$ cat src/rtl/reset_seq.sv
// reset_seq: PLL-lock / button driven system reset sequencer.
// Synchronizes the PLL lock flag and the user button, debounces the button,
// and holds sys_rst until lock has been stable for LOCK_CYCLES followed by a
// further HOLD_CYCLES. Loss of lock or a debounced press re-asserts it.
//
//   state      | meaning
//   S_RESET    | just left async reset, one cycle before qualification starts
//   S_LOCKWAIT | counting consecutive cycles of stable lock with button idle
//   S_HOLD     | lock qualified, holding reset for the extra hold time
//   S_RUN      | reset released
module reset_seq #(
  parameter int SYNC_STAGES = 2,
  parameter int LOCK_CYCLES = 1024,
  parameter int HOLD_CYCLES = 16,
  parameter int DEBOUNCE    = 65536
) (
  input  logic       clk,
  input  logic       reset,
  input  logic       locked,
  input  logic       btn,
  output logic       sys_rst,
  output logic       sys_rst_n,
  output logic [1:0] state
);

  localparam int MAXC = (LOCK_CYCLES > HOLD_CYCLES) ? LOCK_CYCLES : HOLD_CYCLES;
  localparam int CW   = (MAXC > 1) ? $clog2(MAXC) : 1;
  localparam int DW   = (DEBOUNCE > 1) ? $clog2(DEBOUNCE) : 1;

  localparam logic [CW-1:0] LOCK_LAST = CW'(LOCK_CYCLES - 1);
  localparam logic [CW-1:0] HOLD_LAST = CW'(HOLD_CYCLES - 1);
  localparam logic [DW-1:0] DB_LAST   = DW'(DEBOUNCE - 1);

  if (LOCK_CYCLES < 1 || HOLD_CYCLES < 1 || SYNC_STAGES < 2 || DEBOUNCE < 1) begin : g_bad_params
    $error("reset_seq: illegal parameters (LOCK_CYCLES/HOLD_CYCLES/DEBOUNCE >= 1, SYNC_STAGES >= 2)");
  end

  typedef enum logic [1:0] {
    S_RESET    = 2'd0,
    S_LOCKWAIT = 2'd1,
    S_HOLD     = 2'd2,
    S_RUN      = 2'd3
  } state_t;

  logic [SYNC_STAGES-1:0] lock_sync;
  logic [SYNC_STAGES-1:0] btn_sync;
  logic                   lock_s;
  logic                   btn_s;
  logic                   btn_db;
  logic [DW-1:0]          dcnt;
  logic [CW-1:0]          cnt_q, cnt_d;
  state_t                 state_q, state_d;
  logic                   fault;

  assign lock_s = lock_sync[SYNC_STAGES-1];
  assign btn_s  = btn_sync[SYNC_STAGES-1];
  assign fault  = !lock_s || btn_db;
  assign state  = state_q;

  // Input synchronizers: the only logic that touches locked and btn.
  always_ff @(posedge clk or posedge reset) begin
    if (reset) begin
      lock_sync <= '0;
      btn_sync  <= '0;
    end else begin
      lock_sync <= {lock_sync[SYNC_STAGES-2:0], locked};
      btn_sync  <= {btn_sync[SYNC_STAGES-2:0], btn};
    end
  end

  // Button debounce: btn_db follows btn_s only after DEBOUNCE steady cycles.
  always_ff @(posedge clk or posedge reset) begin
    if (reset) begin
      dcnt   <= '0;
      btn_db <= 1'b0;
    end else if (btn_s == btn_db) begin
      dcnt <= '0;
    end else if (dcnt == DB_LAST) begin
      btn_db <= btn_s;
      dcnt   <= '0;
    end else begin
      dcnt <= dcnt + DW'(1);
    end
  end

  // FSM state, qualification counter and registered reset outputs.
  always_ff @(posedge clk or posedge reset) begin
    if (reset) begin
      state_q   <= S_RESET;
      cnt_q     <= '0;
      sys_rst   <= 1'b1;
      sys_rst_n <= 1'b0;
    end else begin
      state_q   <= state_d;
      cnt_q     <= cnt_d;
      sys_rst   <= (state_d != S_RUN);
      sys_rst_n <= (state_d == S_RUN);
    end
  end

  // Next-state and counter logic; the counter is cleared on every transition.
  always_comb begin
    state_d = state_q;
    cnt_d   = cnt_q;
    case (state_q)
      S_RESET: begin
        state_d = S_LOCKWAIT;
        cnt_d   = '0;
      end
      S_LOCKWAIT: begin
        if (fault) begin
          cnt_d = '0;
        end else if (cnt_q == LOCK_LAST) begin
          state_d = S_HOLD;
          cnt_d   = '0;
        end else begin
          cnt_d = cnt_q + CW'(1);
        end
      end
      S_HOLD: begin
        if (fault) begin
          state_d = S_LOCKWAIT;
          cnt_d   = '0;
        end else if (cnt_q == HOLD_LAST) begin
          state_d = S_RUN;
          cnt_d   = '0;
        end else begin
          cnt_d = cnt_q + CW'(1);
        end
      end
      S_RUN: begin
        if (fault) begin
          state_d = S_LOCKWAIT;
          cnt_d   = '0;
        end
      end
      default: begin
        state_d = S_RESET;
        cnt_d   = '0;
      end
    endcase
  end

endmodule
$ cat config.mk
export PLATFORM = sky130hd
export DESIGN_NAME = reset_seq
export DESIGN_NICKNAME = d
export VERILOG_FILES = /design/src/rtl/reset_seq.sv
export SDC_FILE = /design/constraint.sdc
export NUM_CORES = 1
export LEC_CHECK = 0
export ABC_AREA = 1
export BUFFER_PORTS_ARGS = -buffer_cell sky130_fd_sc_hd__buf_2
export CAP_MARGIN = 30
export CORE_ASPECT_RATIO = 0.6
export CORE_MARGIN = 3
export CORE_UTILIZATION = 45
export DETAILED_ROUTE_END_ITERATION = 10
export PLACE_DENSITY = 0.7
export SLEW_MARGIN = 10
export SYNTH_ARGS = -nofsm -noshare
export SYNTH_HDL_FRONTEND = slang
export SYNTH_SLANG_ARGS = --single-unit
$ cat constraint.sdc
create_clock -name clk -period 3.9 [get_ports clk]
set_input_delay 0.78 -clock clk [delete_from_list [all_inputs] [get_ports clk]]
set_output_delay 0.78 -clock clk [all_outputs]
set_load 0.05 [all_outputs]
**After elaboration in Yosys (flattened, before gate mapping)**

Index checks and enable logic that the tools add are counted.

- Input bits: 4
- Output and inout port bits: 4
- Flip-flop bits (word level): 35
- Logic and storage cells: 39

- $add $sub $neg: 2
- Equality and inequality tests: 10
- Muxes and demuxes: 14
- Reduce and logical (&&, ||, !) cells: 4
- Bitwise gates (word level): 1

Operators by type and width:

| kind | number |
|---|---|
| 2-to-1 mux 10 bit | 5 |
| case mux 10 bit (4 select lines) | 1 |
| 2-to-1 mux 16 bit | 2 |
| adder 16 x 1 -> 16 bit (second input constant) | 1 |
| == test 16 bit (second input constant) | 1 |
| adder 10 x 1 -> 10 bit (second input constant) | 1 |
| == test 10 bit (second input constant) | 1 |
| == test 10 x 4 -> 1 bit (second input constant) | 1 |
| 2-to-1 mux 2 bit | 5 |
| case mux 2 bit (4 select lines) | 1 |
| == test 2 bit (second input constant) | 3 |
| inequality test 2 bit (second input constant) | 2 |
| == test 2 x 1 -> 1 bit (second input constant) | 1 |
| logical NOT 2 bit | 1 |
| AND reduction 2 bit | 1 |
| == test 1 bit | 1 |
| logical NOT 1 bit | 1 |
| logical OR 1 bit | 1 |
| inverter 1 bit | 1 |

**Logic depth before layout (Yosys ltp)**

- Word-level depth: 5
- Depth in mapped cells: 12
- Mapped depth without buffers: 12

**Least setup slack after synthesis**

No wires, ideal clock.

- Path kind: register to register
- Start: register state_q[0] (netlist: state[0])
- End: register cnt_q[5]
- Slack: 2.202 ns
- Setup time: 0.077 ns
- Cell stages (with the launch flop): 7
- Period minus slack after synthesis: 1.698 ns
- Arrival: 1.620 ns
- Required time: 3.823 ns
- Buffers on the path: 0
- Cell sequence: dfrtp_1 inv_1 ha_1 inv_1 nor2_1 nand3_1 a21oi_1

- Word-level cells in the longest chain between the ends: 2
- Elaborated cells on any way between the ends: 6
- Classes of those cells: 4 x eq/ne; 1 x mux; 1 x reduce/logical

Ends and longest elaborated chain:

| element | RTL line | text |
|---|---|---|
| start, declared | 52 | `state_t state_q, state_d;` |
| start signal, assigned | 94 | `state_q <= state_d;` |
| == test 2 bit (tied with other cells) | 105 | `case (state_q)` |
| case mux 10 bit (4 select lines) or inequality test 2 bit (tied branches) | - |  |
| end signal, assigned | 95 | `cnt_q <= cnt_d;` |
| end, declared | 51 | `logic [CW-1:0] cnt_q, cnt_d;` |

Parallel ways exist; a longest one is shown, timed or not.
A chain may end at the register's enable or synchronous reset.

**Final worst setup path**

- Start: register state_q[0] (netlist: state[0])
- End: output state[0]

RTL lines:

| element | RTL line | text |
|---|---|---|
| end, declared | 23 | `output logic [1:0] state` |

No word-level cell between the ends.

==> qor.txt <==
status = finished clean
average instance area after synthesis = 8.13 µm²
total congestion overflow = 0
RR Endpoint = cnt_q[5]
fraction of the mapped netlist area in simple logic gates = 32.0%
Via density = 4.89
Setup Slack @ Placement = 2.30 ns
final hold viol count = 0
Layout Skew = 0.00646 ns
WHS Path Cells = 0
CTS Buf Count = 5
Slew HR = 70.2%
Yosys reg bits = 35
FF-to-FF Start = state[0]
n_diodes = 0
FF-to-FF path depth = 6
DRT iter0 DRCs = 177
die span in x = 91.7 µm
Yosys Warn Count = 0
fin. max-slew vios = 0
multi-input logic area = 955 µm²
Post-synth EDFFs = 0
most frequent cells after synthesis = 43 x nand2_1, 34 x dfrtp_1, 28 x nor2_1, 26 x inv_1, 20 x nand3_1
async set-reset flop share out of synthesis = 100%
Root Buffer = clkbuf_8
Clk Latency, worst-skew pair = 0.29 ns
clock-pin slew on the worst setup and hold paths = 0.07 ns
Critical Path RT = 3.12 ns
Synth top area share = 42.9%
final wirelength = 3740 µm
Vias = 1559
global-route wire length before repair = 6640 µm
Sink Count = 35
Starting Density = 47.6%
share of cells above drive strength 1 = 19.7%
Post-CTS Setup Bufs = 0
CP Class = reg -> out
Detailed Routing Iterations Pass 1 = 4
die area = 0.00527 mm²
register area share after synthesis = 44.2%
CP max-delay cell = dfrtp_1
Synth Area in Compound Gates = 8.20%
total design power = 0.744 mW
adder-cell share of the synthesized area = 4.42%
fin crit share = 47.3%
leading post-synthesis cells by cell area = dfrtp_1 43%, nand2_1 8.1%, nor2_1 5.3%
hold_sp = btn_sync[0]
fin crit period = 1.84 ns
critical-path cell list = buf_2
RSZ-0062 raised after global routing = no
setup TNS = 0 ns
initial antenna violation count = 0
area leader, netlist = dfrtp_1
Non-Filler Instances = 319
XOR/XNOR share of the synthesized area = 3.53%
Crit path max-delay family = flip-flops
GRT Resource Usage Total = 16.3%
clock tree buffer depth = 2
most numerous cell in the Yosys netlist = nand2_1
antenna viol nets, final = 0
FF/Latch Area = 877 µm²
Worst Hold Class = reg -> reg
Layout area overhead = 11.4%
crit end category = output port
Syn Nets = 255
setup violation total in the final timing report = 0
GPL Wtd Cong = 0.864
placed cell count = 311
largest net degree at the start of global routing = 36
WP data arrival = 1.06 ns
# rows = 18
Finished Cell Area = 0.00221 mm²
# IOs = 8
Fillers = 400
pwr/cell area = 337 mW/mm²
largest family of logic cells by synthesized area = simple AND/OR/NAND/NOR gates
WHS Endpoint = btn_sync[1]
Nets = 269
drt drc = 0
Die Ht = 57.4 µm
htree depth = 2
PostCTS Resize Cnt = 0
Post-Syn Instances = 244
Wirelength per Cell = 11.7 µm
dpl cell area = 0.00209 mm²
maxcap violations = 0
PortBufs = 7
Pleak = 0.994 nW
Fmax = 542 MHz
Core Footprint = 0.00417 mm²
CP max FO = 6
mapped cell area = 0.00198 mm²
Yosys cell types = 32
vias in the first global route = 1420
mux contribution to synthesized area = 0%
startpoint types = register
Buf/Inv on CP = 1
IR drop worst, VDD = 0.000256 V
CTS tree = done
slowest cell delay on critical path = 0.46 ns
worst slew pin tran = 0.447 ns
Reg2Reg Setup Slack = 2.30 ns
final worst slack = 2.06 ns
Final HPWL DP = 2770 µm
Post-CTS Hold Buffers = 0
ys flop type = dfrtp_1
==> power by group <==
part	switching, mW	leakage [nW]	internal [mW]
clock network	0.132	0.0612	0.207
registers	0.00483	0.466	0.370
logic	0.0196	0.467	0.0104
==> state kept, by name (all words and copies together) (netlist names) <==
signal and flops:
cnt_q 10, state 2, btn_db 1, dcnt 16, btn_sync 2, sys_rst 1
sys_rst_n 1, lock_sync 2
==> how the worst max path moves through the flow <==
| stage | startpoint | end | depth (start not counted) |
|---|---|---|---|
| 3_5_place_dp | state[0] | cnt_q[7] | 6 |
| 3_3_place_gp | state[1] | cnt_q[7] | 6 |
| 5_1_grt | state[1] | state[1] | 1 |
| 6_report | state[0] | state[0] | 1 |
| 4_1_cts | state[0] | state[0] | 1 |
| 2_1_floorplan | state[0] | cnt_q[5] | 6 |
==> per-layer routing <==
metal  vias to the layer above  wire length, µm  share of wire, %  global-route usage [%]
li1                        811                -                 -                       -
met1                       711             2130                57                    25.8
met2                        30             1360                36                    20.8
met3                         7              189               5.1                    4.48
met4                         0               57               1.5                    6.34
met5                         -                0                 0                       0
==> final cells by class <==
| cell class | instances | area share [%] |
|---|---|---|
| clock buffer | 6 | 3.74 |
| clock inverter | 2 | 1.59 |
| inverter | 36 | 6.12 |
| multi-input combinational | 171 | 43.2 |
| sequential | 35 | 39.7 |
| tap | 60 | 3.40 |
| timing repair buffer | 9 | 2.27 |
==> logic make-up (layout without fill, tap and decap cells) <==
family / after synthesis / count (layout)
AND/OR/NAND/NOR: 128 / 128
buffers and inverters: 38 / 53
flip-flops: 35 / 35
AO/OA/AOI/OAI: 28 / 28
XOR/XNOR: 8 / 8
adder cells (fa/ha/maj): 7 / 7
==> worst register-to-register path, delay by kind of cell (launching register included) <==
family | cells | cell delay [ns]
flip-flops | 1 | 0.46
AND/OR/NAND/NOR | 2 | 0.39
adder cells (fa/ha/maj) | 1 | 0.35
buffers and inverters | 2 | 0.16
AO/OA/AOI/OAI | 1 | 0.14
==> metrics by stage <==
stage	hold WS, ns	utilization [%]
final	0.350	53.0
after global routing	0.354	53.0
after CTS	0.352	53.0
after detailed placement	0.335	50.2
after global placement	0.333	50.2
after floorplan	0.331	-
==> cells in the final DEF (no fill, tap or decap), types with 2 or more instances in the layout <==
cell type   n
clkinv_1    2
nand3_2     3
nor2_2      4
o22ai_1     2
ha_1        7
nand4_1     4
nor2_4      3
nand3_1    20
a21oi_1    10
buf_2       7
buf_4       2
inv_1      26
inv_2       8
xnor2_1     3
dfrtp_1    34
nand2_1    43
nor2_1     28
o21ai_0     6
o21bai_1    2
nand2_2     7
nor3_1      9
nor3_2      3
o21ai_1     4
xor2_1      5
or2_2       2
clkbuf_8    6
(Power assumes the default switching activity.)
